$ cat config.mk
export PLATFORM = sky130hd
export DESIGN_NAME = crop_window_ctrl_flat
export DESIGN_NICKNAME = d
export VERILOG_FILES = /design/src/rtl/crop_window_ctrl_if.sv /design/src/rtl/crop_window_ctrl.sv /design/src/flat_wrapper.sv
export SDC_FILE = /design/constraint.sdc
export NUM_CORES = 1
export LEC_CHECK = 0
export ABC_AREA = 1
export BUFFER_PORTS_ARGS = -buffer_cell sky130_fd_sc_hd__clkbuf_2
export CORE_ASPECT_RATIO = 1.2
export CORE_MARGIN = 1
export CORE_UTILIZATION = 50
export DETAILED_ROUTE_END_ITERATION = 8
export GPL_TIMING_DRIVEN = 1
export PLACE_DENSITY = 0.67
export SETUP_SLACK_MARGIN = 0.5
export SYNTH_ARGS = -nofsm -noshare
export SYNTH_HDL_FRONTEND = slang
export SYNTH_SLANG_ARGS = --single-unit
export TNS_END_PERCENT = 1
$ cat constraint.sdc
create_clock -name clk -period 4.55 [get_ports clk]
set_clock_uncertainty 0.2 [all_clocks]
set_input_delay 0.455 -clock clk [delete_from_list [all_inputs] [get_ports clk]]
set_output_delay 0.455 -clock clk [all_outputs]
set_load 0.005 [all_outputs]
$ cat src/rtl/crop_window_ctrl_if.sv
// Pixel-stream and window-configuration signals of the crop window controller.
// The master drives the stream and the config requests; the slave is the controller.
interface crop_window_ctrl_if #(
  parameter int IN_COLS = 40,
  parameter int IN_ROWS = 40
);
  localparam int CW = $clog2(IN_COLS + 1);
  localparam int RW = $clog2(IN_ROWS + 1);
  localparam int KW = $clog2(IN_COLS * IN_ROWS + 1);

  logic          cfg_wr;
  logic [CW-1:0] cfg_x1;
  logic [RW-1:0] cfg_y1;
  logic [CW-1:0] cfg_w;
  logic [RW-1:0] cfg_h;
  logic          cfg_err;
  logic          px_valid;
  logic          px_ready;
  logic          px_sof;
  logic          keep;
  logic [CW-1:0] cur_x;
  logic [RW-1:0] cur_y;
  logic          busy;
  logic          frame_done;
  logic          frame_err;
  logic [KW-1:0] kept_count;

  modport master (
    output cfg_wr, cfg_x1, cfg_y1, cfg_w, cfg_h, px_valid, px_ready, px_sof,
    input  cfg_err, keep, cur_x, cur_y, busy, frame_done, frame_err, kept_count
  );

  modport slave (
    input  cfg_wr, cfg_x1, cfg_y1, cfg_w, cfg_h, px_valid, px_ready, px_sof,
    output cfg_err, keep, cur_x, cur_y, busy, frame_done, frame_err, kept_count
  );
endinterface

$ cat src/rtl/crop_window_ctrl.sv
// Tracks the raster position of a pixel stream and flags beats inside a crop window.
// A shadow window is configurable at any time; it becomes active only on a start-of-frame beat.
module crop_window_ctrl #(
  parameter int IN_COLS = 40,
  parameter int IN_ROWS = 40,
  parameter int DEF_X1  = 10,
  parameter int DEF_Y1  = 10,
  parameter int DEF_W   = 20,
  parameter int DEF_H   = 20
) (
  input logic              clk,
  input logic              reset,
  crop_window_ctrl_if.slave bus
);
  localparam int CW = $clog2(IN_COLS + 1);
  localparam int RW = $clog2(IN_ROWS + 1);
  localparam int KW = $clog2(IN_COLS * IN_ROWS + 1);

  localparam logic [CW:0]   COLS_L   = (CW+1)'(IN_COLS);
  localparam logic [RW:0]   ROWS_L   = (RW+1)'(IN_ROWS);
  localparam logic [KW-1:0] KEPT_MAX = '1;

  if (DEF_W < 1 || DEF_H < 1 || DEF_X1 < 0 || DEF_Y1 < 0 ||
      DEF_X1 + DEF_W > IN_COLS || DEF_Y1 + DEF_H > IN_ROWS) begin : g_bad_default
    $error("crop_window_ctrl: default window does not fit the input frame");
  end

  typedef enum logic {S_IDLE, S_ACTIVE} state_t;

  typedef struct packed {
    logic [CW-1:0] x1;
    logic [RW-1:0] y1;
    logic [CW-1:0] w;
    logic [RW-1:0] h;
  } win_t;

  localparam win_t DEF_WIN = '{x1: CW'(DEF_X1), y1: RW'(DEF_Y1), w: CW'(DEF_W), h: RW'(DEF_H)};

  state_t        r_state, w_next_state;
  win_t          r_shadow, r_active, w_win, w_cfg;
  logic [CW-1:0] r_x, w_cur_x, w_nx;
  logic [RW-1:0] r_y, w_cur_y, w_ny;
  logic [KW-1:0] r_kept, r_kept_count, w_kept_base, w_kept_next;
  logic          r_cfg_err, r_frame_done, r_frame_err;
  logic          w_beat, w_sof_px, w_sof_beat, w_in_frame;
  logic          w_x_in, w_y_in, w_keep, w_last, w_cfg_ok, w_busy;

  assign w_beat     = bus.px_valid & bus.px_ready;
  assign w_sof_px   = bus.px_valid & bus.px_sof;
  assign w_sof_beat = w_beat & bus.px_sof;
  assign w_in_frame = w_beat & ((r_state == S_ACTIVE) | bus.px_sof);

  // A presented sof pixel is (0,0) of the next frame and is judged against the shadow window.
  assign w_win   = w_sof_px ? r_shadow : r_active;
  assign w_cur_x = w_sof_px ? '0 : r_x;
  assign w_cur_y = w_sof_px ? '0 : r_y;

  assign w_x_in = (w_cur_x >= w_win.x1) &&
                  ((CW+1)'(w_cur_x) < (CW+1)'(w_win.x1) + (CW+1)'(w_win.w));
  assign w_y_in = (w_cur_y >= w_win.y1) &&
                  ((RW+1)'(w_cur_y) < (RW+1)'(w_win.y1) + (RW+1)'(w_win.h));
  assign w_keep = w_in_frame & w_x_in & w_y_in;
  assign w_last = (w_cur_x == CW'(IN_COLS - 1)) && (w_cur_y == RW'(IN_ROWS - 1));

  assign w_kept_base = w_sof_beat ? '0 : r_kept;
  assign w_kept_next = (w_keep && w_kept_base != KEPT_MAX) ? w_kept_base + 1'b1 : w_kept_base;

  assign w_cfg    = '{x1: bus.cfg_x1, y1: bus.cfg_y1, w: bus.cfg_w, h: bus.cfg_h};
  assign w_cfg_ok = (bus.cfg_w != '0) && (bus.cfg_h != '0) &&
                    ((CW+1)'(bus.cfg_x1) + (CW+1)'(bus.cfg_w) <= COLS_L) &&
                    ((RW+1)'(bus.cfg_y1) + (RW+1)'(bus.cfg_h) <= ROWS_L);

  // NOTE: every always_comb output gets a default first so no path leaves it unassigned (no latch).
  always_comb begin
    w_nx = w_cur_x + 1'b1;
    w_ny = w_cur_y;
    if (w_last) begin
      w_nx = '0;
      w_ny = '0;
    end else if (w_cur_x == CW'(IN_COLS - 1)) begin
      w_nx = '0;
      w_ny = w_cur_y + 1'b1;
    end
  end

  // NOTE: sequential state uses non-blocking assignments so all registers update from pre-edge values.
  always_ff @(posedge clk) begin
    if (reset) r_state <= S_IDLE;
    else       r_state <= w_next_state;
  end

  always_comb begin
    w_next_state = r_state;
    if (w_in_frame) w_next_state = w_last ? S_IDLE : S_ACTIVE;
  end

  always_comb begin
    w_busy = (r_state == S_ACTIVE);
  end

  always_ff @(posedge clk) begin
    if (reset) begin
      r_shadow     <= DEF_WIN;
      r_active     <= DEF_WIN;
      r_x          <= '0;
      r_y          <= '0;
      r_kept       <= '0;
      r_kept_count <= '0;
      r_cfg_err    <= 1'b0;
      r_frame_done <= 1'b0;
      r_frame_err  <= 1'b0;
    end else begin
      r_cfg_err    <= bus.cfg_wr & ~w_cfg_ok;
      r_frame_done <= w_in_frame & w_last;
      r_frame_err  <= w_sof_beat & (r_state == S_ACTIVE);
      if (bus.cfg_wr && w_cfg_ok) r_shadow <= w_cfg;
      if (w_in_frame) begin
        if (w_sof_beat) r_active <= r_shadow;
        r_x <= w_nx;
        r_y <= w_ny;
        if (w_last) begin
          r_kept       <= '0;
          r_kept_count <= w_kept_next;
        end else begin
          r_kept <= w_kept_next;
        end
      end
    end
  end

  assign bus.keep       = w_keep;
  assign bus.cur_x      = w_cur_x;
  assign bus.cur_y      = w_cur_y;
  assign bus.busy       = w_busy;
  assign bus.cfg_err    = r_cfg_err;
  assign bus.frame_done = r_frame_done;
  assign bus.frame_err  = r_frame_err;
  assign bus.kept_count = r_kept_count;
endmodule

$ cat src/flat_wrapper.sv
// flat-port wrapper written by rule: the top's interface ports become plain ports
module crop_window_ctrl_flat 
#(
  parameter int IN_COLS = 40,
  parameter int IN_ROWS = 40,
  parameter int DEF_X1  = 10,
  parameter int DEF_Y1  = 10,
  parameter int DEF_W   = 20,
  parameter int DEF_H   = 20
)
  (clk, reset, bus_cfg_wr, bus_cfg_x1, bus_cfg_y1, bus_cfg_w, bus_cfg_h, bus_px_valid, bus_px_ready, bus_px_sof, bus_cfg_err, bus_keep, bus_cur_x, bus_cur_y, bus_busy, bus_frame_done, bus_frame_err, bus_kept_count);
  crop_window_ctrl_if #(.IN_COLS(IN_COLS), .IN_ROWS(IN_ROWS)) bus_i ();
  input logic clk;
  input logic reset;
  input wire logic [$bits(bus_i.cfg_wr)-1:0] bus_cfg_wr;
  input wire logic [$bits(bus_i.cfg_x1)-1:0] bus_cfg_x1;
  input wire logic [$bits(bus_i.cfg_y1)-1:0] bus_cfg_y1;
  input wire logic [$bits(bus_i.cfg_w)-1:0] bus_cfg_w;
  input wire logic [$bits(bus_i.cfg_h)-1:0] bus_cfg_h;
  input wire logic [$bits(bus_i.px_valid)-1:0] bus_px_valid;
  input wire logic [$bits(bus_i.px_ready)-1:0] bus_px_ready;
  input wire logic [$bits(bus_i.px_sof)-1:0] bus_px_sof;
  output wire logic [$bits(bus_i.cfg_err)-1:0] bus_cfg_err;
  output wire logic [$bits(bus_i.keep)-1:0] bus_keep;
  output wire logic [$bits(bus_i.cur_x)-1:0] bus_cur_x;
  output wire logic [$bits(bus_i.cur_y)-1:0] bus_cur_y;
  output wire logic [$bits(bus_i.busy)-1:0] bus_busy;
  output wire logic [$bits(bus_i.frame_done)-1:0] bus_frame_done;
  output wire logic [$bits(bus_i.frame_err)-1:0] bus_frame_err;
  output wire logic [$bits(bus_i.kept_count)-1:0] bus_kept_count;
  assign bus_i.cfg_wr = bus_cfg_wr;
  assign bus_i.cfg_x1 = bus_cfg_x1;
  assign bus_i.cfg_y1 = bus_cfg_y1;
  assign bus_i.cfg_w = bus_cfg_w;
  assign bus_i.cfg_h = bus_cfg_h;
  assign bus_i.px_valid = bus_px_valid;
  assign bus_i.px_ready = bus_px_ready;
  assign bus_i.px_sof = bus_px_sof;
  assign bus_cfg_err = bus_i.cfg_err;
  assign bus_keep = bus_i.keep;
  assign bus_cur_x = bus_i.cur_x;
  assign bus_cur_y = bus_i.cur_y;
  assign bus_busy = bus_i.busy;
  assign bus_frame_done = bus_i.frame_done;
  assign bus_frame_err = bus_i.frame_err;
  assign bus_kept_count = bus_i.kept_count;
  crop_window_ctrl #(.IN_COLS(IN_COLS), .IN_ROWS(IN_ROWS), .DEF_X1(DEF_X1), .DEF_Y1(DEF_Y1), .DEF_W(DEF_W), .DEF_H(DEF_H)) u_core (.clk(clk), .reset(reset), .bus(bus_i));
endmodule
==> impl_metrics.env <==
export IMPL_r2r_slack_ns=1.01
export IMPL_worstSetupPathType="input port to output pin"
export IMPL_fin_setup_tns_ns=0
export IMPL_grt_overflow=0
export IMPL_worstPathRequired_ns=3.89
export IMPL_power_switching_mw=0.504
export IMPL_drc=0
export IMPL_cp_num_buf_inv=5
export IMPL_path_delay_family="simple AND/OR/NAND/NOR gates"
export IMPL_max_clock_freq_mhz=262
export IMPL_mostFrequentLayoutCells="233 x nand2_1, 116 x inv_1, 86 x dfxtp_1, 68 x nor2_1, 59 x o21ai_0"
export IMPL_gp_congestion=0.882
export IMPL_insertion_delay_ns=0.34
export IMPL_core_area_mm2=0.0111
export IMPL_diodes=0
export IMPL_worstHoldPathType="input port to flip-flop"
export IMPL_use_met1_pct=25.2
export IMPL_intPower_mw=1.32
export IMPL_root_buffer="clkbuf_16"
export IMPL_die_x_um=100
export IMPL_fp_dieArea_mm2=0.0120
export IMPL_grt_pass1_wl_mm=22.4
export IMPL_synthesis_instances=857
export IMPL_switching_share_pct=27.6
export IMPL_first_iter_violations=212
export IMPL_fp_row_count=42
export IMPL_synthArstFlopShare_pct=0
export IMPL_antenna_found_initial=0
export IMPL_clockBufferDepth=2
export IMPL_crit_top_cell="nand2_1"
export IMPL_synth_top_flop_cell="dfxtp_1"
export IMPL_combPwrFrac_pct=16.7
export IMPL_cellLeakagePower_nw=3.31
export IMPL_yosys_register_bits=86
export IMPL_ys_types=49
export IMPL_cp_slowest_cell="ha_1"
export IMPL_drive_gt1_share_pct=13.4
export IMPL_grt_max_degree=42
export IMPL_min_from="bus_cfg_y1[3]"
export IMPL_dr_pass1_iters=5
export IMPL_gr_usage_all_layers_pct=23.1
export IMPL_grt_met2_usage_pct=42.7
export IMPL_p_per_area_mw_per_mm2=284
export IMPL_startpoint="bus_px_valid"
export IMPL_wirelength_mm=13.2
export IMPL_yosysSeqAreaShare_pct=29.7
export IMPL_maxCapViolCount=0
export IMPL_rsz0062_at_grt="no"
export IMPL_power_share_sequential_pct=44.2
export IMPL_hold_viol_final=0
export IMPL_avgViaCountPerCell=5.09
export IMPL_nNetsFinal=981
export IMPL_irDropWorstVdd_uv=190
export IMPL_vias=5403
export IMPL_yosys_warnings=0
export IMPL_cp_max_fo=15
export IMPL_fillCellCount=1139
export IMPL_dp_hpwl_mm=10.2
export IMPL_crit_path_start_kind="input port"
export IMPL_synth_fp_nets=934
export IMPL_p_total_mw=1.82
export IMPL_critPathMaxStageDelay_ns=0.30
export IMPL_post_drt_wl_per_cell_um=12.4
export IMPL_syn2layout_area_growth_pct=10.6
export IMPL_power_share_clock_pct=39.0
export IMPL_cts_clk_slew_worst_paths_ns=0.06
export IMPL_dieHeight_um=120
export IMPL_cts_hold_buf=0
export IMPL_slew_violations=0
export IMPL_syn_avg_cell_area_um2=6.77
export IMPL_num_io_pins=58
export IMPL_worst_pin_slew_ns=0.830
export IMPL_clock_sinks=86
export IMPL_grt_pass1_vias=5181
export IMPL_max_slew_margin_pct=44.7
export IMPL_initial_core_util_pct=52.1
export IMPL_worst_ep_arrival_time_ns=3.16
export IMPL_grt_util_met3_pct=4.66
export IMPL_cts_tree="yes"
export IMPL_critical_path_cell_chain="clkbuf_2, nand2_4, buf_8, nand2_1, and2_1, or2_2, nand2_1, inv_1, ha_1, inv_1, nand2_1, xor2_1, ha_1, a21oi_1, nand2_1, nand2_1, nand2_1, nand2_1, nand2_1, nand2_1, nand3_4, nor2_8, clkbuf_2"
export IMPL_grt_most_used_layer="met2"
export IMPL_period_minus_slack_ns=3.82
export IMPL_synth_edf_count=0
export IMPL_numPortBuffers=57
export IMPL_synth_area_mm2=0.00580
export IMPL_outcome="finished, final reports clean"
export IMPL_rr_startpoint="u_core.r_shadow[13]"
export IMPL_cts_htree_levels=3
export IMPL_cts_buffers=9
export IMPL_finalSetupViolCount=0
export IMPL_drtAntennaViolNets=0
export IMPL_layout_commonest_cell="nand2_1"
export IMPL_period_share_pct=83.9
export IMPL_cp_end_kind="output pin"
## layout make-up
class	instances	area, um^2	area share [%]
multi-input cells	617	3390	52.8
flip-flops and latches	86	1720	26.8
inverters	124	470	7.33
repair buffers	66	364	5.67
clock buffers	11	233	3.63
well taps	154	193	3.00
clock inverters	4	48.8	0.760
## worst reg2reg max path, stage by stage, from the launching register on
cell and delay, ns:
dfxtp_1 0.34, inv_1 0.06, nand3_1 0.08, and2_1 0.19, or2_2 0.29, nand2_1 0.06
inv_1 0.04, ha_1 0.18, inv_1 0.05, nand2_1 0.08, xor2_1 0.16, ha_1 0.30
a21oi_1 0.16, nand2_1 0.07, nand2_1 0.05, nand2_1 0.05, nand2_1 0.06, nand2_1 0.05
nand2_1 0.10, nand3_4 0.10, nor2_8 0.11, buf_6 0.18, nand2_2 0.15, nand2_1 0.11
nand2_2 0.06, o21bai_1 0.12, inv_1 0.05
## metal layers
layer | share of wire [%] | routed length [um]
met4 | 3.0 | 391
met1 | 43 | 5650
met2 | 51 | 6690
met3 | 3.5 | 455
met5 | 0 | 0
## synthesized netlist by cell type, types with 3 or more instances
cell type,n,area (um^2)
nand3b_1,3,22.5
nor3_1,8,40.0
o22ai_1,3,18.8
nand4_1,4,25.0
nand3_1,51,255
o21bai_1,5,37.5
buf_6,4,45.0
xor2_1,18,158
inv_2,6,22.5
o21ai_0,59,295
clkbuf_8,5,68.8
nor2_2,4,25.0
ha_1,45,563
inv_1,116,435
nand2_1,233,875
nand3_2,8,80.1
a21oi_1,58,290
o21a_1,8,60.1
o21ai_1,3,15.0
dfxtp_1,86,1720
clkbuf_1,15,56.3
nand2_2,12,75.1
nor2_1,68,255
## per-stage QoR
step	setup WS [ns]	std cells	hold WS, ns	util (%)	instance area (um^2)
after global placement	0.527	1046	0.235	54.9	6110
after CTS	0.684	1062	0.139	57.5	6400
after global routing	0.527	1062	0.161	57.6	6420
after floorplan	0.993	857	0.225	-	5800
final	0.732	1062	0.147	57.6	6420
after detailed placement	0.431	1046	0.243	54.9	6110
## power by group through the flow
stage,Combinational (mW),Clock (mW),Sequential [mW]
after floorplan,0.235,0,0.818
after global placement,0.294,0,0.823
after detailed placement,0.304,0,0.824
after CTS,0.306,0.726,0.807
after global routing,0.355,0.760,0.811
final,0.305,0.712,0.807
## logic make-up after synthesis
family                   count (synthesis)  share of synthesized area (%)
AND/OR/NAND/NOR                        402                           30.8
buffers and inverters                  154                           12.0
AO/OA/AOI/OAI                          148                           14.1
flip-flops                              86                           29.7
adder cells (fa/ha/maj)                 47                           10.4
XOR/XNOR                                20                           3.02
## flip-flops by register name (all words and copies together) (netlist names)
register / count
u_core.bus.kept_count: 11
u_core.bus.cfg_err: 1
u_core.bus.frame_err: 1
u_core.r_active: 24
u_core.r_shadow: 24
u_core.r_x: 6
u_core.r_kept: 11
u_core.bus.frame_done: 1
u_core.bus.busy: 1
u_core.r_y: 6
## timing repair
| item | in CTS | in global routing |
|---|---|---|
| resized for setup | 0 | 6 |
| setup endpoints to repair | 1 | 15 |
| setup buffers | 1 | 0 |
| pin swaps | 1 | 0 |
| cloned | 0 | 0 |
## path summary, 6_finish.rpt
kind / depth (start not counted) / end
setup reg to reg: 26 / u_core.bus.kept_count[9]
hold / removal: 3 / u_core.r_shadow[15]
setup / recovery: 23 / bus_keep
hold reg to reg: 2 / u_core.r_active[18]
Note: power is estimated with default switching activity, not from simulation.
